--- config.mk ---
export PLATFORM = sky130hd
export DESIGN_NAME = ray_dispatch
export DESIGN_NICKNAME = d
export VERILOG_FILES = /design/src/rtl/ray_dispatch_pkg.sv /design/src/rtl/ray_dispatch_rid_fifo.sv /design/src/rtl/ray_dispatch.sv
export SDC_FILE = /design/constraint.sdc
export NUM_CORES = 1
export LEC_CHECK = 0
export BUFFER_PORTS_ARGS = -buffer_cell sky130_fd_sc_hd__buf_2
export CAP_MARGIN = 20
export CELL_PAD_IN_SITES_DETAIL_PLACEMENT = 1
export CELL_PAD_IN_SITES_GLOBAL_PLACEMENT = 2
export CORE_AREA = 2 2 207 209
export CTS_BUF_LIST = sky130_fd_sc_hd__clkbuf_16
export DETAILED_ROUTE_END_ITERATION = 10
export DIE_AREA = 0 0 209 211
export PLACE_DENSITY = 0.68
export RECOVER_POWER = 50
export REMOVE_ABC_BUFFERS = 1
export SYNTH_ARGS = -nofsm -noshare
export SYNTH_HDL_FRONTEND = slang
export SYNTH_SLANG_ARGS = --single-unit
--- constraint.sdc ---
create_clock -name clk -period 22.7 [get_ports clk]
set_input_delay 2.27 -clock clk [delete_from_list [all_inputs] [get_ports clk]]
set_output_delay 2.27 -clock clk [all_outputs]
set_load 0.02 [all_outputs]
--- src/rtl/ray_dispatch_pkg.sv ---
// Shared constants for the ray dispatch front end.
//   RID_WIDTH  : default ray-ID width (N_RID = 2**RID_WIDTH IDs in flight)
//   RAY_WIDTH  : ray record width, eight 32-bit words
//   init_req_width() : width of the {ray, rid} request word sent to init
package ray_dispatch_pkg;

    localparam int RID_WIDTH = 2;
    localparam int RAY_WIDTH = 256;

    function automatic int init_req_width(input int ray_w, input int rid_w);
        return ray_w + rid_w;
    endfunction

endpackage

--- src/rtl/ray_dispatch_rid_fifo.sv ---
// rid_fifo: small synchronous FIFO holding retired ray IDs for reuse.
// The head entry is visible combinationally so an ID can be allocated in
// the same cycle it is popped.
//   clk, arst       : clock, asynchronous active-high reset (pointers only)
//   push, push_dat  : write one ID
//   pop             : consume the head entry (ignored when empty)
//   head            : current head entry
//   empty, count    : occupancy status
module rid_fifo
    import ray_dispatch_pkg::*;
#(
    parameter int DEPTH = 4,
    parameter int W     = RID_WIDTH
) (
    input  logic                     clk,
    input  logic                     arst,
    input  logic                     push,
    input  logic [W-1:0]             push_dat,
    input  logic                     pop,
    output logic [W-1:0]             head,
    output logic                     empty,
    output logic [$clog2(DEPTH):0]   count
);

    localparam int AW = $clog2(DEPTH);

    logic [W-1:0]  mem [DEPTH];
    logic [AW-1:0] wr_ptr_reg;
    logic [AW-1:0] rd_ptr_reg;
    logic [AW:0]   count_reg;
    logic          push_ok;
    logic          pop_ok;

    assign empty   = (count_reg == '0);
    assign count   = count_reg;
    assign head    = mem[rd_ptr_reg];
    assign pop_ok  = pop & ~empty;
    assign push_ok = push & (count_reg < (AW+1)'(DEPTH));

    // Storage is not reset; only the pointers define valid contents.
    always_ff @(posedge clk) begin
        if (push_ok) begin
            mem[wr_ptr_reg] <= push_dat;
        end
    end

    always_ff @(posedge clk or posedge arst) begin
        if (arst) begin
            wr_ptr_reg <= '0;
            rd_ptr_reg <= '0;
            count_reg  <= '0;
        end else begin
            if (push_ok) begin
                wr_ptr_reg <= (wr_ptr_reg == AW'(DEPTH - 1)) ? '0 : wr_ptr_reg + 1'b1;
            end
            if (pop_ok) begin
                rd_ptr_reg <= (rd_ptr_reg == AW'(DEPTH - 1)) ? '0 : rd_ptr_reg + 1'b1;
            end
            count_reg <= count_reg + (AW+1)'(push_ok) - (AW+1)'(pop_ok);
        end
    end

endmodule

--- src/rtl/ray_dispatch.sv ---
// ray_dispatch: tags incoming ray records with a free ray ID and forwards
// {ray, rid} to the init block. IDs are handed out fresh (0..N_RID-1) until
// exhausted, then recycled from retired IDs in retire order.
//   ray_in_*                 : untagged ray records (valid/ready)
//   init_req_stream_rsc_*    : tagged requests, rid in the LSBs (valid/ready)
//   rid_ret_*                : retired IDs, always accepted
//   inflight                 : allocated, unretired IDs
//   idle                     : nothing in flight and no request pending
//   err                      : sticky, a retire named an ID that was not out
module ray_dispatch
    import ray_dispatch_pkg::*;
#(
    parameter int RID_W = RID_WIDTH,
    parameter int RAY_W = RAY_WIDTH
) (
    input  logic                                   clk,
    input  logic                                   arst,
    input  logic [RAY_W-1:0]                       ray_in_dat,
    input  logic                                   ray_in_vld,
    output logic                                   ray_in_rdy,
    output logic [init_req_width(RAY_W,RID_W)-1:0] init_req_stream_rsc_dat,
    output logic                                   init_req_stream_rsc_vld,
    input  logic                                   init_req_stream_rsc_rdy,
    input  logic [RID_W-1:0]                       rid_ret_dat,
    input  logic                                   rid_ret_vld,
    output logic                                   rid_ret_rdy,
    output logic [RID_W:0]                         inflight,
    output logic                                   idle,
    output logic                                   err
);

    localparam int N_RID = 2 ** RID_W;
    localparam int REQ_W = init_req_width(RAY_W, RID_W);

    logic [RID_W:0]   fresh_reg;
    logic [N_RID-1:0] outstanding_reg;
    logic [N_RID-1:0] outstanding_next;
    logic [REQ_W-1:0] out_dat_reg;
    logic             out_vld_reg;
    logic [RID_W:0]   inflight_reg;
    logic             err_reg;

    logic             fresh_avail;
    logic             fifo_empty;
    logic [RID_W-1:0] fifo_head;
    logic [RID_W:0]   fifo_count;
    logic             id_avail;
    logic [RID_W-1:0] alloc_rid;
    logic             accept;
    logic             ret_ok;
    logic             ret_bad;

    // Fresh counter stops at N_RID, so its MSB alone marks exhaustion.
    assign fresh_avail = ~fresh_reg[RID_W];
    assign id_avail    = fresh_avail | ~fifo_empty;
    assign alloc_rid   = fresh_avail ? fresh_reg[RID_W-1:0] : fifo_head;

    // Ready is forced low while reset is asserted so nothing is taken then.
    assign ray_in_rdy  = ~arst & id_avail & (~out_vld_reg | init_req_stream_rsc_rdy);
    assign accept      = ray_in_vld & ray_in_rdy;

    assign ret_ok      = rid_ret_vld &  outstanding_reg[rid_ret_dat];
    assign ret_bad     = rid_ret_vld & ~outstanding_reg[rid_ret_dat];

    assign rid_ret_rdy             = 1'b1;
    assign init_req_stream_rsc_dat = out_dat_reg;
    assign init_req_stream_rsc_vld = out_vld_reg;
    assign inflight                = inflight_reg;
    assign idle                    = (inflight_reg == '0) & ~out_vld_reg;
    assign err                     = err_reg;

    // A retired ID is pushed here and only becomes allocatable next cycle,
    // since the head is taken from registered FIFO state.
    rid_fifo #(
        .DEPTH (N_RID),
        .W     (RID_W)
    ) u_fifo (
        .clk      (clk),
        .arst     (arst),
        .push     (ret_ok),
        .push_dat (rid_ret_dat),
        .pop      (accept & ~fresh_avail),
        .head     (fifo_head),
        .empty    (fifo_empty),
        .count    (fifo_count)
    );

    // Accepted and retired IDs are always distinct: one is free, the other
    // is outstanding, so clear-then-set never collides.
    always_comb begin
        outstanding_next = outstanding_reg;
        if (ret_ok) begin
            outstanding_next[rid_ret_dat] = 1'b0;
        end
        if (accept) begin
            outstanding_next[alloc_rid] = 1'b1;
        end
    end

    always_ff @(posedge clk or posedge arst) begin
        if (arst) begin
            fresh_reg       <= '0;
            outstanding_reg <= '0;
            out_dat_reg     <= '0;
            out_vld_reg     <= 1'b0;
            inflight_reg    <= '0;
            err_reg         <= 1'b0;
        end else begin
            outstanding_reg <= outstanding_next;
            if (accept) begin
                out_dat_reg <= {ray_in_dat, alloc_rid};
                out_vld_reg <= 1'b1;
                if (fresh_avail) begin
                    fresh_reg <= fresh_reg + 1'b1;
                end
            end else if (init_req_stream_rsc_rdy) begin
                out_vld_reg <= 1'b0;
            end
            case ({accept, ret_ok})
                2'b10:   inflight_reg <= inflight_reg + 1'b1;
                2'b01:   inflight_reg <= inflight_reg - 1'b1;
                default: inflight_reg <= inflight_reg;
            endcase
            if (ret_bad) begin
                err_reg <= 1'b1;
            end
        end
    end

    // Every push corresponds to an outstanding ID, so the FIFO cannot fill.
    a_no_overflow: assert property (@(posedge clk) disable iff (arst)
        ret_ok |-> (fifo_count < (RID_W+1)'(N_RID)));

endmodule

==> results of run 1 <==
[how the worst min path moves through the flow]
| stage | endpoint | slack, ns |
|---|---|---|
| after global placement | err$_DFFE_PP0P_ | 0.46 |
| final | outstanding_reg[3]$_DFF_PP0_ | 0.49 |
| after detailed placement | err$_DFFE_PP0P_ | 0.47 |
| after floorplan | outstanding_reg[3]$_DFF_PP0_ | 0.45 |
| after global routing | outstanding_reg[0]$_DFF_PP0_ | 0.50 |
| after CTS | err$_DFFE_PP0P_ | 0.49 |
[cell type report]
| class | count | share of cell area, % |
|---|---|---|
| clock buffers | 35 | 5.93 |
| diodes | 2 | 0.0339 |
| well taps | 539 | 4.57 |
| clock inverters | 24 | 0.890 |
| multi-input cells | 322 | 23.5 |
| repair buffers | 533 | 16.1 |
| flip-flops and latches | 285 | 48.6 |
| inverters | 14 | 0.364 |
[kinds of logic (layout without fill, tap and decap cells)]
family	count (synthesis)	count (layout)
DFF	285	285
xor gates and xnor gates	6	6
buffers and inverters	44	606
adders and majority gates	11	11
muxes	267	267
other	1	3
AOI/OAI and AO/OA	11	11
and+or+nand+nor	26	26
[worst reg2reg max path, delay by kind of cell (launching register included)]
family | cells | cell delay [ns]
DFF | 1 | 0.49
buffers and inverters | 2 | 2.40
and+or+nand+nor | 2 | 0.60
muxes | 1 | 0.90
[Yosys cell counts, drive strengths merged, types with 2 or more instances]
master    n
nand2     4
mux2i     3
and2      4
edfxtp    8
dfrtp   277
mux4      2
xor2      3
nor2b     4
ha        9
xnor2     3
o21ai     2
nor4b     2
mux2    262
nor2      5
fa        2
inv      14
buf      30
[metal layers]
layer  GRT usage [%]  vias up  wire, µm
met3            4.95       57      2520
met5               0        -        33
met4            5.44        4       863
met1            15.9     3737     11900
li1                -     3383         -
met2            25.3      285     16500
[where the power goes]
part | internal (mW) | switching, mW
Sequential | 0.692 | 0.103
Clock | 0.289 | 0.210
Combinational | 0.259 | 0.420
[per-stage QoR]
step | setup slack (ns) | util, % | power (mW) | hold WS (ns) | area (µm²)
finish | 16.48 | 35.3 | 1.97 | 0.490 | 14800
global route | 15.51 | 35.3 | 2.10 | 0.502 | 14800
CTS | 17.49 | 36.2 | 2.06 | 0.492 | 15100
detailed placement | 17.49 | 33.8 | 1.54 | 0.474 | 14100
global placement | 17.53 | 33.8 | 1.52 | 0.465 | 14100
floorplan | 9.68 | - | 1.27 | 0.451 | 10700
==> results.py, run 1 <==
metrics = {
    "setup_path": {
        "crit_cells": 4,
        "worstPathBufferInverterCount": 4,
        "slowest_stage": "clkinvlp_2",
        "crit_family": "buffers and inverters",
        "r2r_cells": 5,
        "r2r_slack_ns": 18.18,
        "crit_path_max_fanout": 102,
        "worstSetupEndpoint": "init_req_stream_rsc_dat[59]$_DFFE_PP0N_",
        "required_ns": 23.28,
        "crit_arrival_ns": 6.80,
        "endpoint_kind": "async pin",
        "cp_common_cell": "buf_4",
        "cpPeakStageDelay_ns": 2.60,
        "path_class": "in2async",
        "worstReg2RegStart": "fresh_reg[2]$_DFFE_PP0N_",
        "start_kind": "primary input",
        "path_cells": "clkbuf_1 -> clkinvlp_2 -> buf_4 -> buf_4",
        "r2r-end": "init_req_stream_rsc_dat[2]$_DFFE_PP0N_",
        "startpoint": "arst",
    },
    "global_route": {
        "grt_pass1_vias": 8312,
        "grt_start_max_net_pins": 160,
        "antenna_found_initial": 4,
        "grt_pass1_wl_mm": 49.0,
        "grt-ovfl-total": 0,
        "track_usage_pct": 14.3,
    },
    "cts": {
        "cts_resized": 0,
        "cts_tree": "done",
        "clk_latency_ns": 0.52,
        "cts_sinks": 285,
        "numCtsBuffers": 34,
        "clockRootBuffer": "clkbuf_16",
        "post_cts_buffers": 0,
        "clk_pin_slew_ns": 0.06,
        "hold_buffers": 0,
        "h-tree-depth": 2,
        "cts.path.max_buffers": 3,
    },
    "layout": {
        "nets": 1464,
        "nFillCells": 4681,
        "instances_no_fill": 1754,
        "area_growth_syn_to_layout_pct": 33.6,
        "final_cell_mix": "277 x dfrtp_1, 272 x buf_2, 262 x mux2_2",
        "layout.cells.most_common": "dfrtp_1",
        "drive_above_1_share_pct": 48.6,
        "regArea_um2": 7170,
        "largest_register_ffs": 258,
        "multi_input_area_um2": 3480,
    },
    "run": {
        "maxCapViolCount": 2,
    },
    "worst_hold_path": {
        "min_path_type": "reg2reg",
        "hp-start": "outstanding_reg[3]$_DFF_PP0_",
        "hold_path_depth": 2,
    },
    "timing": {
        "rsz0062_at_grt": "no",
        "fmax_mhz": 161,
        "period_minus_slack_ns": 6.22,
        "report.final.slew_viol_count": 149,
        "period_share_pct": 27.4,
        "finalHoldViolCount": 0,
        "setup-tns-final_ns": 0,
        "setup_viol": 0,
        "worstMarginPinSlew_ns": 4.68,
        "slew_headroom_pct": -214,
        "skew_ns": 0.0169,
    },
    "synth": {
        "synth_top_family_by_area": "multiplexers",
        "postSynthCellCount": 651,
        "yosys.area.top_type_share_pct": 62.7,
        "synth_fa_ha_area_share_pct": 1.38,
        "yosys-top-cells-area": "dfrtp_1 63%, mux2_2 27%, buf_6 2.8%",
        "ys_seq_area_share_pct": 64.9,
        "ys_warn_count": 0,
        "synth_xor_area_share_pct": 0.475,
        "synth_edf_count": 8,
        "ys_ff_latch": 285,
        "synthFlopType": "dfrtp_1",
        "synth_cell_types": 38,
        "syn_area_um2": 11100,
        "synth_compound_area_share_pct": 0.781,
        "syn_avg_cell_area_um2": 17.0,
        "async_flop_share_pct": 97.2,
        "synth_top_area_cell": "dfrtp_1",
        "synth-simple-area-share_pct": 1.58,
        "synthMuxAreaShare_pct": 27.4,
    },
    "detailed_routing": {
        "routed_wl_mm": 31.8,
        "num_vias": 7466,
        "wire_per_inst_um": 18.2,
        "drc": 0,
        "ant_nets": 0,
        "first_pass_iters": 4,
        "routed_via_density": 4.26,
        "drtIter0Drc": 247,
    },
    "outcome": {
        "violations": "capacitance limit, slew limit",
        "status": "complete, but fails checks",
    },
    "die": {
        "rows": 75,
        "fp.dieH_um": 211,
        "top_level_ports": 529,
        "die_area_um2": 44100,
        "start_util_pct": 26.5,
        "core-area_um2": 41800,
        "die_w_um": 209,
    },
    "placement": {
        "gp_congestion": 0.756,
        "dpl.hpwl_mm": 23.6,
        "portBuffers": 527,
        "dp_cells": 1693,
    },
    "power": {
        "power_density_nw_per_um2": 134,
        "p_leak_nw": 6.49,
        "ir_worst_vdd_v": 0.0000620,
    },
}
Note: power is estimated with default switching activity, not from simulation.
==> run 2: changes to the inputs <==
Clock period 22.7 ns to 5.97 ns, I/O delays scaled along.
==> results.py, run 2 (synthesized netlist as in run 1, its figures left out) <==
metrics = {
    "timing": {
        "setup_viol": 0,
        "finalWorstSetupSlack_ns": 2.58,
        "period_minus_slack_ns": 3.39,
        "worstMarginPinSlew_ns": 4.11,
        "setup-tns-final_ns": 0,
        "fmax_mhz": 295,
        "period_share_pct": 56.8,
        "rsz0062_at_grt": "no",
        "slew_headroom_pct": -176,
        "report.final.slew_viol_count": 90,
        "finalHoldViolCount": 0,
        "skew_ns": 0.0234,
    },
    "cts": {
        "hold_buffers": 0,
        "cts.path.max_buffers": 3,
        "post_cts_buffers": 0,
        "clockRootBuffer": "clkbuf_16",
        "h-tree-depth": 2,
        "cts_resized": 0,
        "cts_tree": "done",
        "numCtsBuffers": 34,
        "clk_latency_ns": 0.52,
        "cts_sinks": 285,
        "clk_pin_slew_ns": 0.06,
    },
    "global_route": {
        "grt_use_met3_pct": 4.97,
        "grt-ovfl-total": 0,
        "grt_pass1_wl_mm": 48.5,
        "antenna_found_initial": 3,
        "track_usage_pct": 14.2,
        "grt_start_max_net_pins": 161,
        "use_met1_pct": 15.7,
        "top_usage_layer": "met2",
        "grt.met2_usage_pct": 25.0,
        "grt_pass1_vias": 8312,
    },
    "die": {
        "start_util_pct": 26.5,
        "die_w_um": 209,
        "core-area_um2": 41800,
        "rows": 75,
        "die_area_um2": 44100,
        "fp.dieH_um": 211,
        "top_level_ports": 529,
    },
    "setup_path": {
        "path_class": "in2async",
        "crit_path_max_fanout": 90,
        "slowest_stage": "clkinvlp_2",
        "path_cells": "clkbuf_1 -> clkinvlp_2 -> buf_4",
        "r2r_slack_ns": 3.06,
        "cpPeakStageDelay_ns": 2.30,
        "start_kind": "primary input",
        "endpoint_kind": "async pin",
        "crit_arrival_ns": 3.98,
        "required_ns": 6.56,
    },
    "placement": {
        "portBuffers": 527,
        "gp_congestion": 0.771,
        "post-place-ws_ns": 2.94,
        "dpl.hpwl_mm": 23.6,
    },
    "layout": {
        "nets": 1463,
        "finish.utilization_pct": 35.8,
        "final_cell_mix": "394 x buf_2, 277 x dfrtp_1, 262 x mux2_2",
        "layout.cells.most_common": "buf_2",
        "area_growth_syn_to_layout_pct": 35.3,
        "largest_register_ffs": 258,
        "drive_above_1_share_pct": 58.7,
    },
    "run": {
        "maxCapViolCount": 1,
    },
    "outcome": {
        "status": "complete, but fails checks",
        "violations": "capacitance limit, slew limit",
    },
    "detailed_routing": {
        "wire_per_inst_um": 18.2,
        "first_pass_iters": 4,
        "drc": 0,
        "num_vias": 7426,
        "ant_nets": 0,
        "drtIter0Drc": 205,
        "routed_via_density": 4.24,
        "routed_wl_mm": 31.8,
    },
    "power": {
        "ir_worst_vdd_v": 0.000244,
        "finalPower_mw": 7.62,
        "power_density_nw_per_um2": 510,
        "p_leak_nw": 6.85,
    },
    "worst_hold_path": {
        "min_path_type": "in2reg",
    },
}
-- run 2: path summary, 6_finish.rpt --
kind,to,cells after the start,startpoint
worst min register to register,outstanding_reg[3]$_DFF_PP0_,2,outstanding_reg[3]$_DFF_PP0_
max in group clk,init_req_stream_rsc_dat[56]$_DFFE_PP0N_,5,fresh_reg[2]$_DFFE_PP0N_
min in group asynchronous,init_req_stream_rsc_vld$_DFFE_PP0P_,2,arst
worst min-delay path,init_req_stream_rsc_dat[233]$_DFFE_PP0N_,2,ray_in_dat[231]
worst max-delay path,init_req_stream_rsc_dat[218]$_DFFE_PP0N_,3,arst
worst max register to register,init_req_stream_rsc_dat[56]$_DFFE_PP0N_,5,fresh_reg[2]$_DFFE_PP0N_
-- run 2: critical path, delay by kind of cell --
kind,cells,cell delay (ns)
buffers and inverters,3,3.25
-- run 2: layout make-up --
| class | instances | area, µm² |
|---|---|---|
| fillers | 4594 | 26800 |
| well taps | 539 | 674 |
| multi-input cells | 322 | 3500 |
| inverters | 14 | 53.8 |
| diodes | 1 | 2.50 |
| repair buffers | 532 | 2530 |
| clock inverters | 22 | 145 |
| clock buffers | 35 | 876 |
| flip-flops and latches | 285 | 7170 |
-- run 2: layer usage --
metal  vias to the layer above  part of all wire [%]
met5                         -                  0.10
met4                         4                   2.7
met3                        49                   7.9
met2                       289                    52
met1                      3715                    37
li1                       3369                     -
-- run 2: stage by stage --
| step | cell area, µm² | std cells | hold WS, ns |
|---|---|---|---|
| after floorplan | 10700 | 621 | 0.451 |
| after global placement | 14100 | 1692 | 0.464 |
| after detailed placement | 14100 | 1692 | 0.484 |
| after CTS | 15100 | 1749 | 0.188 |
| after global routing | 15000 | 1750 | 0.271 |
| final | 15000 | 1750 | 0.301 |
-- run 2: report_power, final --
| group | total (mW) | internal (mW) | switching, mW | leakage (nW) |
|---|---|---|---|---|
| Combinational | 2.67 | 1.07 | 1.61 | 3.01 |
| Sequential | 3.02 | 2.63 | 0.384 | 3.30 |
| Clock | 1.93 | 1.14 | 0.790 | 0.535 |
| Total | 7.62 | 4.84 | 2.78 | 6.85 |
